$ cat src/rtl/spi_arb_pkg.sv
// rtl/spi_arb_pkg.sv - shared types and constants for the SPI flash arbiter
//
// Purpose : FSM state encoding, requester port indices and counter widths
//           used by spi_flash_arbiter and spi_arb_downcounter.
// Ports   : none (package).
package spi_arb_pkg;

  typedef enum logic [1:0] {
    IDLE   = 2'd0,
    GRANT0 = 2'd1,
    GRANT1 = 2'd2,
    GAP    = 2'd3
  } state_t;

  localparam int PORT_DFU = 0;
  localparam int PORT_AUX = 1;

  localparam int GAP_W = 8;
  localparam int TMO_W = 24;

endpackage

$ cat src/rtl/spi_arb_downcounter.sv
// rtl/spi_arb_downcounter.sv - loadable down-counter with zero flag
//
// Purpose : Load a start value, count down by one per enabled cycle and
//           hold at zero. Used for the chip-select gap and grant timeout.
// Ports   : clk, resetn   - clock, synchronous active-low reset
//           i_load        - load i_load_val (wins over i_dec)
//           i_load_val    - value to load
//           i_dec         - decrement enable (saturates at zero)
//           o_zero        - count is zero
module spi_arb_downcounter #(
  parameter int W = 8
) (
  input  logic         clk,
  input  logic         resetn,
  input  logic         i_load,
  input  logic [W-1:0] i_load_val,
  input  logic         i_dec,
  output logic         o_zero
);

  logic [W-1:0] r_count;

  always_ff @(posedge clk) begin
    if (!resetn) begin
      r_count <= '0;
    end else if (i_load) begin
      r_count <= i_load_val;
    end else if (i_dec && (r_count != '0)) begin
      r_count <= r_count - 1'b1;
    end
  end

  assign o_zero = (r_count == '0);

endmodule

$ cat src/rtl/spi_flash_arbiter.sv
// rtl/spi_flash_arbiter.sv - two-port round-robin arbiter for one SPI flash
//
// Purpose : Grants the flash to one requester per whole transaction with
//           round-robin fairness, enforces a minimum csel-high gap between
//           owners and registers the pins driven to the flash.
// Ports   : clk, resetn            - clock, synchronous active-low reset
//           req[1:0], gnt[1:0]     - per-port request / registered grant
//           req_csel/sclk/mosi     - per-port SPI pins from requesters
//           req_miso[1:0]          - flash MISO routed to granted port only
//           flash_csel/sclk/mosi   - registered pins to the flash
//           flash_miso             - MISO from the flash
//           busy                   - not in IDLE
//           timeout                - one-cycle pulse on forced revoke
// Macro   : SPI_ARB_TIMEOUT_EN enables the grant-length limit and per-port
//           rearm; when undefined timeout is 0 and TIMEOUT_CYCLES is unused.
module spi_flash_arbiter
  import spi_arb_pkg::*;
#(
  parameter int               CS_GAP_CYCLES  = 4,
  parameter logic [TMO_W-1:0] TIMEOUT_CYCLES = 24'd12000000
) (
  input  logic       clk,
  input  logic       resetn,
  input  logic [1:0] req,
  output logic [1:0] gnt,
  input  logic [1:0] req_csel,
  input  logic [1:0] req_sclk,
  input  logic [1:0] req_mosi,
  output logic [1:0] req_miso,
  output logic       flash_csel,
  output logic       flash_sclk,
  output logic       flash_mosi,
  input  logic       flash_miso,
  output logic       busy,
  output logic       timeout
);

  localparam logic [GAP_W-1:0] GAP_LOAD = GAP_W'(CS_GAP_CYCLES - 1);

  state_t     r_state;
  logic [1:0] r_gnt;
  logic       r_csel;
  logic       r_sclk;
  logic       r_mosi;
  logic       r_rr;
  logic       r_timeout;

  logic       w_in_grant;
  logic       w_idx;
  logic [1:0] w_req_eff;
  logic       w_tmo_hit;
  logic       w_release;
  logic       w_grant_start;
  logic       w_pick;
  logic       w_gap_zero;

  assign w_in_grant    = (r_state == GRANT0) || (r_state == GRANT1);
  assign w_idx         = (r_state == GRANT1);
  assign w_grant_start = (r_state == IDLE) && (w_req_eff != 2'b00);
  // Contention goes to the round-robin pointer; otherwise the lone requester.
  assign w_pick        = (w_req_eff == 2'b11) ? r_rr : w_req_eff[PORT_AUX];
  assign w_release     = w_in_grant && (!req[w_idx] || w_tmo_hit);

`ifdef SPI_ARB_TIMEOUT_EN
  logic [1:0] r_blocked;
  logic       w_tmo_zero;

  // A port revoked by timeout stays blocked until its req is seen low.
  assign w_req_eff = req & ~r_blocked;
  assign w_tmo_hit = w_in_grant && w_tmo_zero && req[w_idx];

  spi_arb_downcounter #(.W(TMO_W)) u_tmo_cnt (
    .clk        (clk),
    .resetn     (resetn),
    .i_load     (w_grant_start),
    .i_load_val (TIMEOUT_CYCLES - 1'b1),
    .i_dec      (w_in_grant),
    .o_zero     (w_tmo_zero)
  );

  always_ff @(posedge clk) begin
    if (!resetn) begin
      r_blocked <= 2'b00;
    end else begin
      r_blocked <= (r_blocked & req) |
                   (w_tmo_hit ? (w_idx ? 2'b10 : 2'b01) : 2'b00);
    end
  end
`else
  logic w_unused_tmo;

  assign w_req_eff    = req;
  assign w_tmo_hit    = 1'b0;
  assign w_unused_tmo = ^TIMEOUT_CYCLES;
`endif

  spi_arb_downcounter #(.W(GAP_W)) u_gap_cnt (
    .clk        (clk),
    .resetn     (resetn),
    .i_load     (w_release),
    .i_load_val (GAP_LOAD),
    .i_dec      (r_state == GAP),
    .o_zero     (w_gap_zero)
  );

  always_ff @(posedge clk) begin
    if (!resetn) begin
      r_state   <= IDLE;
      r_gnt     <= 2'b00;
      r_csel    <= 1'b1;
      r_sclk    <= 1'b0;
      r_mosi    <= 1'b0;
      r_rr      <= PORT_DFU[0];
      r_timeout <= 1'b0;
    end else begin
      r_timeout <= w_tmo_hit;
      case (r_state)
        IDLE: begin
          if (w_grant_start) begin
            r_state <= w_pick ? GRANT1 : GRANT0;
            r_gnt   <= w_pick ? 2'b10 : 2'b01;
            r_rr    <= ~w_pick;
          end
        end
        GRANT0, GRANT1: begin
          if (w_release) begin
            // csel is forced high here even if the requester left it low.
            r_state <= GAP;
            r_gnt   <= 2'b00;
            r_csel  <= 1'b1;
            r_sclk  <= 1'b0;
            r_mosi  <= 1'b0;
          end else begin
            r_csel  <= req_csel[w_idx];
            r_sclk  <= req_sclk[w_idx];
            r_mosi  <= req_mosi[w_idx];
          end
        end
        GAP: begin
          if (w_gap_zero) begin
            r_state <= IDLE;
          end
        end
        default: r_state <= IDLE;
      endcase
    end
  end

  assign gnt        = r_gnt;
  assign flash_csel = r_csel;
  assign flash_sclk = r_sclk;
  assign flash_mosi = r_mosi;
  assign busy       = (r_state != IDLE);
  assign timeout    = r_timeout;
  assign req_miso   = {(r_state == GRANT1) & flash_miso,
                       (r_state == GRANT0) & flash_miso};

endmodule

$ cat config.mk
export PLATFORM = sky130hd
export DESIGN_NAME = spi_flash_arbiter
export DESIGN_NICKNAME = d
export VERILOG_FILES = /design/src/rtl/spi_arb_pkg.sv /design/src/rtl/spi_arb_downcounter.sv /design/src/rtl/spi_flash_arbiter.sv
export SDC_FILE = /design/constraint.sdc
export NUM_CORES = 1
export LEC_CHECK = 0
export CAP_MARGIN = 30
export CORE_MARGIN = 2
export CORE_UTILIZATION = 44
export CTS_CLUSTER_DIAMETER = 50
export DETAILED_ROUTE_END_ITERATION = 10
export GPL_TIMING_DRIVEN = 0
export PLACE_DENSITY = 0.85
export SLEW_MARGIN = 25
export SYNTH_ARGS = -nofsm -noshare
export SYNTH_HDL_FRONTEND = slang
export SYNTH_SLANG_ARGS = --single-unit
$ cat constraint.sdc
create_clock -name clk -period 1.54 [get_ports clk]
set_input_delay 0.308 -clock clk [delete_from_list [all_inputs] [get_ports clk]]
set_output_delay 0.308 -clock clk [all_outputs]
set_load 0.05 [all_outputs]
==> run metrics, run 1 <==
non-filler cells, final 157; status complete, but fails checks; syn nets 122; worst setup margin -124 ps; top-count cell post-synth dfxtp_1; Die H 49.6 um; wire per inst 13.5 um; IO Port Bufs 18; slew margin rel. 63.1%; startpoint types register; logic gate share of total power 62.5%; Tot Pwr 0.00238 W; Gate Count Post-Synth 104; Worst Path Buf+Inv 1; Layout area overhead 38.5%; placed cell count 149; Clock Sinks 16; htree depth 1; distinct cell type count after synthesis 33; drt via density 5.25; share of cells above drive strength 1 26.9%; unrepaired setup endpoints after global routing yes; I/O pin total 20; Core Rows 16; fin crit period 1660 ps; Residual DRC 0; Cell Int Power 0.00127 W; crit path kind reg2reg; Crit. End Element register; failing checks negative setup slack; Total GRT Usage 18.6%; vias post-DR 824; CP max FO 3; HP Class reg2reg; Clock power frac 12.2%; DRT antenna net count 0; setup slack, reg-to-reg -120 ps; Die Wd 49.6 um; final setup fails 12; synth top area cells dfxtp_1 (35%), ha_1 (9.6%), a21oi_1 (5.5%); Critical Path RT 1750 ps; Detail Placement HPWL 1430 um; Ys Warns 0; Layout Nets 149; syn avg cell area 8.78 um2; max-slew violation count 0; ys flop type dfxtp_1; Longest Clk Path Bufs 2; Final Skew 1.68 ps; drt initial violations 20; max incr delay on CP 560 ps; initial core utilization 46.6%; CTS tree yes; Worst Path Arrival 1880 ps; f_max 601 MHz; Net Sw Frac 46.7%; part of the power in registers 25.4%; Die Footprint 2460 um2; Clock transition at path regs 100 ps; final hold vios 0; drt first pass iters 4; period utilization 108%; Root Driver clkbuf_4; first-pass GRT wire length 3590 um; Synth Cell Area 913 um2; number of global-route vias before repair 833; Skew-Pair Late Insertion Delay 300 ps; initial antenna violation count 0; Synth top area share 35.1%; leading area contributor after synthesis dfxtp_1; worst vdd ir 1.23 mV; core box area 1960 um2; total grt overflow 0; number of synthesized register bits 16; Top Family by Delay on Critical Path simple AND/OR/NAND/NOR gates; Least-Margin Pin Slew 549 ps; static leakage 0.514 nW; CTS Hold Bufs 0; GPL Wtd Cong 0.818; critical path's slowest cell or4_4; final wirelength 2120 um; P_sw 0.00111 W; pwr/cell area 1880 nW/um2; sequential-to-total area share from yosys stat 35.1%; crit path cell chain or4_4 > o31ai_4 > buf_6 > nand2_1 > o32ai_2; Post-synth ARST share 0%; Worst Hold Slack 479 ps; TritonCTS Buffers 3; largest net degree at the start of global routing 10; Post-synth EDFFs 0; # diodes 0; synth cell count leaders dfxtp_1 (16), nor2_1 (11), a21oi_1 (10), nand2_1 (10); Max Cap Violations 0
## metrics by stage
stage               cell area (um2)  setup TNS, ps  worst slack (ps)  utilization [%]
CTS                            1230           -400              -130             62.7
detailed placement             1140          -4870              -478             58.2
global placement               1140          -4470              -444             58.2
finish                         1260           -667              -124             64.5
global route                   1260          -1460              -193             64.5
floorplan                       928           -244             -98.5                -
## area by class of cell
type	instances	area [um2]
buffer	1	7.51
clock buffer	4	36.3
fill	177	697
inverter	7	26.3
multi-input combinational	80	622
sequential	16	328
tap	27	33.8
timing repair buffer	22	211
## worst paths after layout
kind / cells past startpoint / to / from
max: 5 / r_state[1]$_SDFFE_PN0P_ / u_gap_cnt.r_count[4]$_SDFFE_PP0P_
min: 2 / gnt[0]$_SDFFE_PN0P_ / gnt[0]$_SDFFE_PN0P_
max reg2reg: 5 / r_state[1]$_SDFFE_PN0P_ / u_gap_cnt.r_count[4]$_SDFFE_PP0P_
min reg2reg: 2 / gnt[0]$_SDFFE_PN0P_ / gnt[0]$_SDFFE_PN0P_
## power groups by stage
stage / clock network, W / registers (W) / logic [W]
after global placement: 0 / 0.000592 / 0.00130
after CTS: 0.000288 / 0.000597 / 0.00139
after floorplan: 0 / 0.000715 / 0.000893
after global routing: 0.000315 / 0.000619 / 0.00159
final: 0.000289 / 0.000604 / 0.00149
after detailed placement: 0 / 0.000598 / 0.00134
## worst min-delay path: cells and delay by family, from the launching register on
family	cells	cell delay, ps
AOI/OAI and AO/OA	1	50
and+or+nand+nor	1	60
DFF	1	320
## what timing repair did
item                       CTS  global route
gates resized for setup     39             4
setup buffers                2             2
pin swaps                    7             3
setup endpoints to repair   20            15
gates cloned                 0             0
## layer usage
layer  vias to the layer above  track usage (%)  wire length [um]
met5                         -                0                 0
met3                         7             2.73                45
met1                       384             23.1               965
met4                         0             8.80                56
li1                        415                -                 -
met2                        18             31.3              1050
## flip-flops by register name (all words and copies together) (netlist names)
register           cells
flash_mosi             1
u_gap_cnt.r_count      8
gnt                    2
flash_sclk             1
r_rr                   1
flash_csel             1
r_state                2
## cell usage in the layout, fill, tap and decap left out, types with 5 or more instances in the layout
| cell | n |
|---|---|
| dlygate4sd2_1 | 5 |
| nor2_1 | 11 |
| a21oi_1 | 8 |
| nand2_1 | 9 |
| dfxtp_1 | 12 |
| clkdlybuf4s50_1 | 10 |
| buf_4 | 5 |
| ha_1 | 5 |
| inv_1 | 6 |
## kinds of logic after synthesis
logic type	count (synthesis)	synth area share, %
simple gates	40	22.5
compound gates	21	17.0
flops	16	35.1
buf+inv	8	3.70
fa+ha+maj	7	9.59
mux	6	6.99
xor+xnor	5	4.80
other cells	1	0.411
Note: power is estimated with default switching activity, not from simulation.
==> run 2: changes to the inputs <==
==> constraint.sdc (replaced) <==
create_clock -name clk -period 1.5 [get_ports clk]
set_input_delay 0.3 -clock clk [delete_from_list [all_inputs] [get_ports clk]]
set_output_delay 0.3 -clock clk [all_outputs]
set_load 0.05 [all_outputs]
==> run 2 against run 1 <==
  * The run still ends with negative setup slack left
  * Flip-flop and latch count did not move
  * Sequential power rose by 7.0%
  * Die area did not move
  * Clock skew rose by 2.3 ps
  * Non-clock buffer count rose by 7
  * Count of clock-buffer cells in the layout fell by 1
  * Power rose by 19%
  * Sequential share of layout area fell by 1.6 points
  * First-iteration DRC count fell by 25%
  * Combinational power rose by 30%
  * Maximum frequency fell by 1.1%
  * Critical endpoint unchanged
  * Highest routed layer unchanged
==> run metrics, run 2 (synthesized netlist as in run 1, its figures left out) <==
crit path kind reg2reg (unchanged); startpoint types register (unchanged); Residual DRC 0 (unchanged); DRT antenna net count 0 (unchanged); drt initial violations 15 (was 20); worst vdd ir 1.70 mV (was 1.23 mV); Die Wd 49.6 um (unchanged); total grt overflow 0 (unchanged); Final Skew 3.94 ps (was 1.68 ps); Critical Path RT 1710 ps (was 1750 ps); FF-to-FF path depth 5 (unchanged); Root Driver clkbuf_4 (unchanged); Tot Pwr 0.00282 W (was 0.00238 W); Die Footprint 2460 um2 (unchanged); CTS Hold Bufs 0 (unchanged); worst setup margin -182 ps (was -124 ps); largest net degree at the start of global routing 9 (was 10); Layout Nets 156 (was 149); pwr/cell area 2060 nW/um2 (was 1880 nW/um2); most frequent cells in the layout dfxtp_1 (12), nor2_1 (11), buf_4 (11), clkdlybuf4s50_1 (10), nand2_1 (8) (was dfxtp_1 (12), nor2_1 (11), clkdlybuf4s50_1 (10), nand2_1 (9), a21oi_1 (8)); final setup fails 12 (unchanged); TritonCTS Buffers 3 (unchanged); Core Rows 16 (unchanged); CTS tree yes (unchanged); min-delay src gnt[0]$_SDFFE_PN0P_ (unchanged); final wirelength 2310 um (was 2120 um); RR Endpoint r_state[1]$_SDFFE_PN0P_ (unchanged); Max Cap Violations 0 (unchanged); Detail Placement HPWL 1480 um (was 1430 um); drt first pass iters 4 (unchanged); initial core utilization 46.6% (unchanged); Clock transition at path regs 100 ps (about the same); HP Class reg2reg (unchanged); share of cells above drive strength 1 37.5% (was 26.9%); worst r2r src u_gap_cnt.r_count[4]$_SDFFE_PP0P_ (unchanged); drt via density 5.21 (was 5.25); Hold Crit Endpoint gnt[0]$_SDFFE_PN0P_ (unchanged); fin crit period 1680 ps (was 1660 ps); Worst Path Arrival 1890 ps (was 1880 ps); static leakage 0.547 nW (was 0.514 nW); number of global-route vias before repair 796 (was 833); I/O pin total 20 (unchanged); post-route cell area 1370 um2 (was 1260 um2); largest reg by FF count u_gap_cnt.r_count (unchanged); Die H 49.6 um (unchanged); GPL Wtd Cong 0.855 (was 0.818); core box area 1960 um2 (unchanged); failing checks negative setup slack (unchanged); period utilization 112% (was 108%); Placement Cell Area 1160 um2 (was 1140 um2); final hold vios 0 (unchanged); Layout area overhead 50.1% (was 38.5%); htree depth 1 (unchanged); Clock Sinks 16 (unchanged); vias post-DR 849 (was 824); max reg flops 8 (unchanged); Longest Clk Path Bufs 2 (unchanged); f_max 595 MHz (was 601 MHz); CP max FO 3 (unchanged); setup slack, reg-to-reg -180 ps (was -120 ps); max-slew violation count 0 (unchanged); IO Port Bufs 18 (unchanged); Skew-Pair Late Insertion Delay 300 ps (about the same); status complete, but fails checks (unchanged); most common cell after layout, fill and taps aside dfxtp_1 (unchanged); Hold Crit Depth 2 (unchanged); Crit. End Element register (unchanged); unrepaired setup endpoints after global routing yes (unchanged); Total GRT Usage 18.0% (was 18.6%); initial antenna violation count 0 (unchanged); first-pass GRT wire length 3410 um (was 3590 um); wire per inst 14.1 um (was 13.5 um); final-layout fill cell count 157 (was 177); # diodes 0 (unchanged)
[run 2: cell count changes in the layout (fill, tap and decap cells not counted), sizes merged]
cell,change
buf,+7
dlygate4sd2,-2
inv,-1
clkinvlp,+1
clkdlybuf4s15,+1
[run 2: metrics by stage]
| step | utilization (%) | TNS, ps | std cells | setup slack, ps | hold WS, ps |
|---|---|---|---|---|---|
| finish | 69.9 | -1200 | 163 | -182 | 488 |
| global placement | 59.0 | -5170 | 149 | -468 | 458 |
| detailed placement | 59.0 | -5460 | 149 | -500 | 475 |
| global route | 69.9 | -1890 | 163 | -237 | 510 |
| floorplan | - | -266 | 104 | -139 | 362 |
| CTS | 64.2 | -877 | 157 | -161 | 487 |
[run 2: repair_timing]
item,in CTS,in global routing
gates resized for setup,38,21
endpoints found under the setup margin,20,17
buffers inserted,5,6
pin swaps,6,3
[run 2: worst max-delay path by stage]
stage | from | to | slack [ps] | cells past startpoint
2_1_floorplan | u_gap_cnt.r_count[6]$_SDFFE_PP0P_ | u_gap_cnt.r_count[1]$_SDFFE_PN0P_ | -140 | 4
3_3_place_gp | flash_miso | req_miso[1] | -470 | 3
3_5_place_dp | flash_miso | req_miso[0] | -500 | 3
4_1_cts | u_gap_cnt.r_count[4]$_SDFFE_PP0P_ | u_gap_cnt.r_count[1]$_SDFFE_PN0P_ | -160 | 4
5_1_grt | u_gap_cnt.r_count[4]$_SDFFE_PP0P_ | r_state[1]$_SDFFE_PN0P_ | -240 | 5
6_report | u_gap_cnt.r_count[4]$_SDFFE_PP0P_ | r_state[1]$_SDFFE_PN0P_ | -180 | 5
[run 2: critical path, stage by stage (launching register included)]
cell and delay (ps):
dfxtp_4 350, or4_4 540, o31ai_4 260, buf_4 190
nand2_2 70, o32ai_2 190
[run 2: report_power, final]
part | internal, W | leakage [nW] | total [W] | switching (W)
clock network | 0.0000938 | 0.0138 | 0.000240 | 0.000146
logic | 0.000896 | 0.400 | 0.00194 | 0.00104
registers | 0.000546 | 0.133 | 0.000646 | 0.000100
[run 2: cell type report]
type | instances | area, um2 | area share [%]
Buffer | 1 | 7.51 | 0.547
Timing Repair Buffer | 29 | 273 | 19.9
Sequential cell | 16 | 333 | 24.3
Inverter | 7 | 35.0 | 2.55
Clock buffer | 3 | 22.5 | 1.64
Multi-Input combinational cell | 80 | 667 | 48.6
Tap cell | 27 | 33.8 | 2.46
[run 2: per-layer routing]
metal,vias up,GRT usage [%],routed length (um)
met3,5,1.82,59
met5,-,0,0
met1,396,21.1,969
met2,16,32.4,1230
li1,432,-,-
met4,0,8.33,43
==> run 3: changes to the inputs <==
--- a/config.mk
+++ b/config.mk
@@ -10,7 +10,6 @@
 export CORE_UTILIZATION = 44
 export CTS_CLUSTER_DIAMETER = 50
 export DETAILED_ROUTE_END_ITERATION = 10
-export GPL_TIMING_DRIVEN = 0
 export PLACE_DENSITY = 0.85
 export SLEW_MARGIN = 25
 export SYNTH_ARGS = -nofsm -noshare
==> run 3 against run 2 <==
  * The flow still finishes with violations (negative setup slack)
  * Core utilization grew 18 points
  * Flip-flop and latch count is the same
  * Highest routed layer unchanged
  * Critical path type unchanged
  * Maximum frequency shrank 4.4%
  * Via count grew 18%
  * Non-clock buffer count grew 21
==> run metrics, run 3 (synthesized netlist as in run 1, its figures left out) <==
Detail Placement HPWL 1900 um (was 1480 um); Core Rows 16 (unchanged); crit path cell chain or4_4 > o31ai_4 > buf_4 > buf_6 > xnor2_4 > a21oi_2 (was or4_4 > o31ai_4 > buf_4 > nand2_2 > o32ai_2); post-layout util 88.1% (was 69.9%); crit path kind reg2reg (unchanged); largest net degree at the start of global routing 10 (was 9); final setup fails 14 (was 12); wire per inst 19.3 um (was 14.1 um); IO Port Bufs 18 (unchanged); startpoint types register (unchanged); core box area 1960 um2 (unchanged); TritonCTS Buffers 3 (unchanged); Total GRT Usage 26.7% (was 18.0%); max incr delay on CP 550 ps (was 540 ps); Clock Sinks 16 (unchanged); vias post-DR 1,002 (was 849); Crit. End Element register (unchanged); I/O pin total 20 (unchanged); final hold vios 0 (unchanged); CTS tree yes (unchanged); Worst Hold Slack 528 ps (was 488 ps); Residual DRC 0 (unchanged); final wirelength 3570 um (was 2310 um); largest reg by FF count u_gap_cnt.r_count (unchanged); Placement Cell Area 1380 um2 (was 1160 um2); worst setup margin -260 ps (was -182 ps); unrepaired setup endpoints after global routing yes (unchanged); CTS Hold Bufs 0 (unchanged); final-layout fill cell count 100 (was 157); Skew-Pair Late Insertion Delay 300 ps (about the same); Critical Path RT 1690 ps (was 1710 ps); Die Wd 49.6 um (unchanged); critical path's slowest cell or4_4 (unchanged); drt first pass iters 4 (unchanged); drt initial violations 28 (was 15); Die H 49.6 um (unchanged); Layout Nets 177 (was 156); setup slack, reg-to-reg -260 ps (was -180 ps); f_max 568 MHz (was 595 MHz); DRT antenna net count 0 (unchanged); status complete, but fails checks (unchanged); static leakage 0.692 nW (was 0.547 nW); first-pass GRT wire length 4970 um (was 3410 um); Worst Path Arrival 1950 ps (was 1890 ps); initial antenna violation count 0 (unchanged); most common cell after layout, fill and taps aside buf_4 (was dfxtp_1); Longest Clk Path Bufs 2 (unchanged); HP Class reg2reg (unchanged); Max Cap Violations 0 (unchanged); # diodes 0 (unchanged); drt via density 5.42 (was 5.21); Root Driver clkbuf_4 (unchanged); failing checks negative setup slack (unchanged); share of cells above drive strength 1 56.3% (was 37.5%); pwr/cell area 2150 nW/um2 (was 2060 nW/um2); max reg flops 8 (unchanged); GPL Wtd Cong 0.878 (was 0.855); total grt overflow 0 (unchanged); Die Footprint 2460 um2 (unchanged); number of global-route vias before repair 1,057 (was 796); CP max FO 3 (unchanged); htree depth 1 (unchanged); Clock transition at path regs 100 ps (about the same); Final Skew 3.41 ps (was 3.94 ps); Layout area overhead 89.2% (was 50.1%); fin crit period 1760 ps (was 1680 ps); worst vdd ir 2.14 mV (was 1.70 mV); initial core utilization 46.6% (unchanged); period utilization 117% (was 112%); most frequent cells in the layout buf_4 (27), nor2_1 (10), dfxtp_1 (10), clkdlybuf4s50_1 (10) (was dfxtp_1 (12), nor2_1 (11), buf_4 (11), clkdlybuf4s50_1 (10), nand2_1 (8)); post-route cell area 1730 um2 (was 1370 um2); max-slew violation count 0 (unchanged)
[run 3: cell type report]
| type | count | area, um2 | area share, % |
|---|---|---|---|
| clock buffer | 4 | 36.3 | 2.10 |
| inverter | 7 | 35.0 | 2.03 |
| multi-input combinational | 80 | 762 | 44.1 |
| sequential | 16 | 330 | 19.1 |
| tap | 27 | 33.8 | 1.96 |
| timing repair buffer | 51 | 531 | 30.7 |
[run 3: worst max-delay path, delay by kind of cell (launching register included)]
| family | cells | cell delay [ps] |
|---|---|---|
| AND/OR/NAND/NOR | 1 | 550 |
| flip-flops | 1 | 340 |
| AO/OA/AOI/OAI | 2 | 360 |
| XOR/XNOR | 1 | 110 |
| buffers and inverters | 2 | 280 |
[run 3: timing repair]
action / 4_1_cts / 5_1_grt
gates resized for setup: 26 / 24
pin swaps: 8 / 6
hold endpoints to repair: 0 / 0
buffers inserted: 7 / 6
setup endpoints to repair: 15 / 16
[run 3: worst paths after layout]
check,start,endpoint,cells after the start
hold reg to reg,gnt[0]$_SDFFE_PN0P_,gnt[0]$_SDFFE_PN0P_,2
setup reg to reg,u_gap_cnt.r_count[4]$_SDFFE_PP0P_,u_gap_cnt.r_count[0]$_SDFFE_PN0P_,6
setup / recovery,u_gap_cnt.r_count[4]$_SDFFE_PP0P_,u_gap_cnt.r_count[0]$_SDFFE_PN0P_,6
hold / removal,gnt[0]$_SDFFE_PN0P_,gnt[0]$_SDFFE_PN0P_,2
[run 3: layer usage]
layer  global-route usage, %  share of wire, %  vias to the layer above
met5                       0                 0                        -
met1                    29.9                40                      490
li1                        -                 -                      466
met4                    14.8               3.4                        0
met2                    46.9                52                       34
met3                    5.15               4.2                       12
[run 3: power by group]
part / internal [W] / leakage [nW] / switching, W / total, W
Combinational: 0.00138 / 0.538 / 0.00135 / 0.00273
Clock: 0.000148 / 0.0210 / 0.000158 / 0.000306
Sequential: 0.000547 / 0.133 / 0.000126 / 0.000673
[run 3: per-stage QoR]
stage,TNS (ps),worst slack (ps),power (W),std cells
CTS,-601,-126,0.00323,179
global placement,-1730,-188,0.00245,168
global route,-1880,-278,0.00388,185
finish,-1310,-260,0.00371,185
detailed placement,-2330,-245,0.00255,168
floorplan,-266,-139,0.00169,104
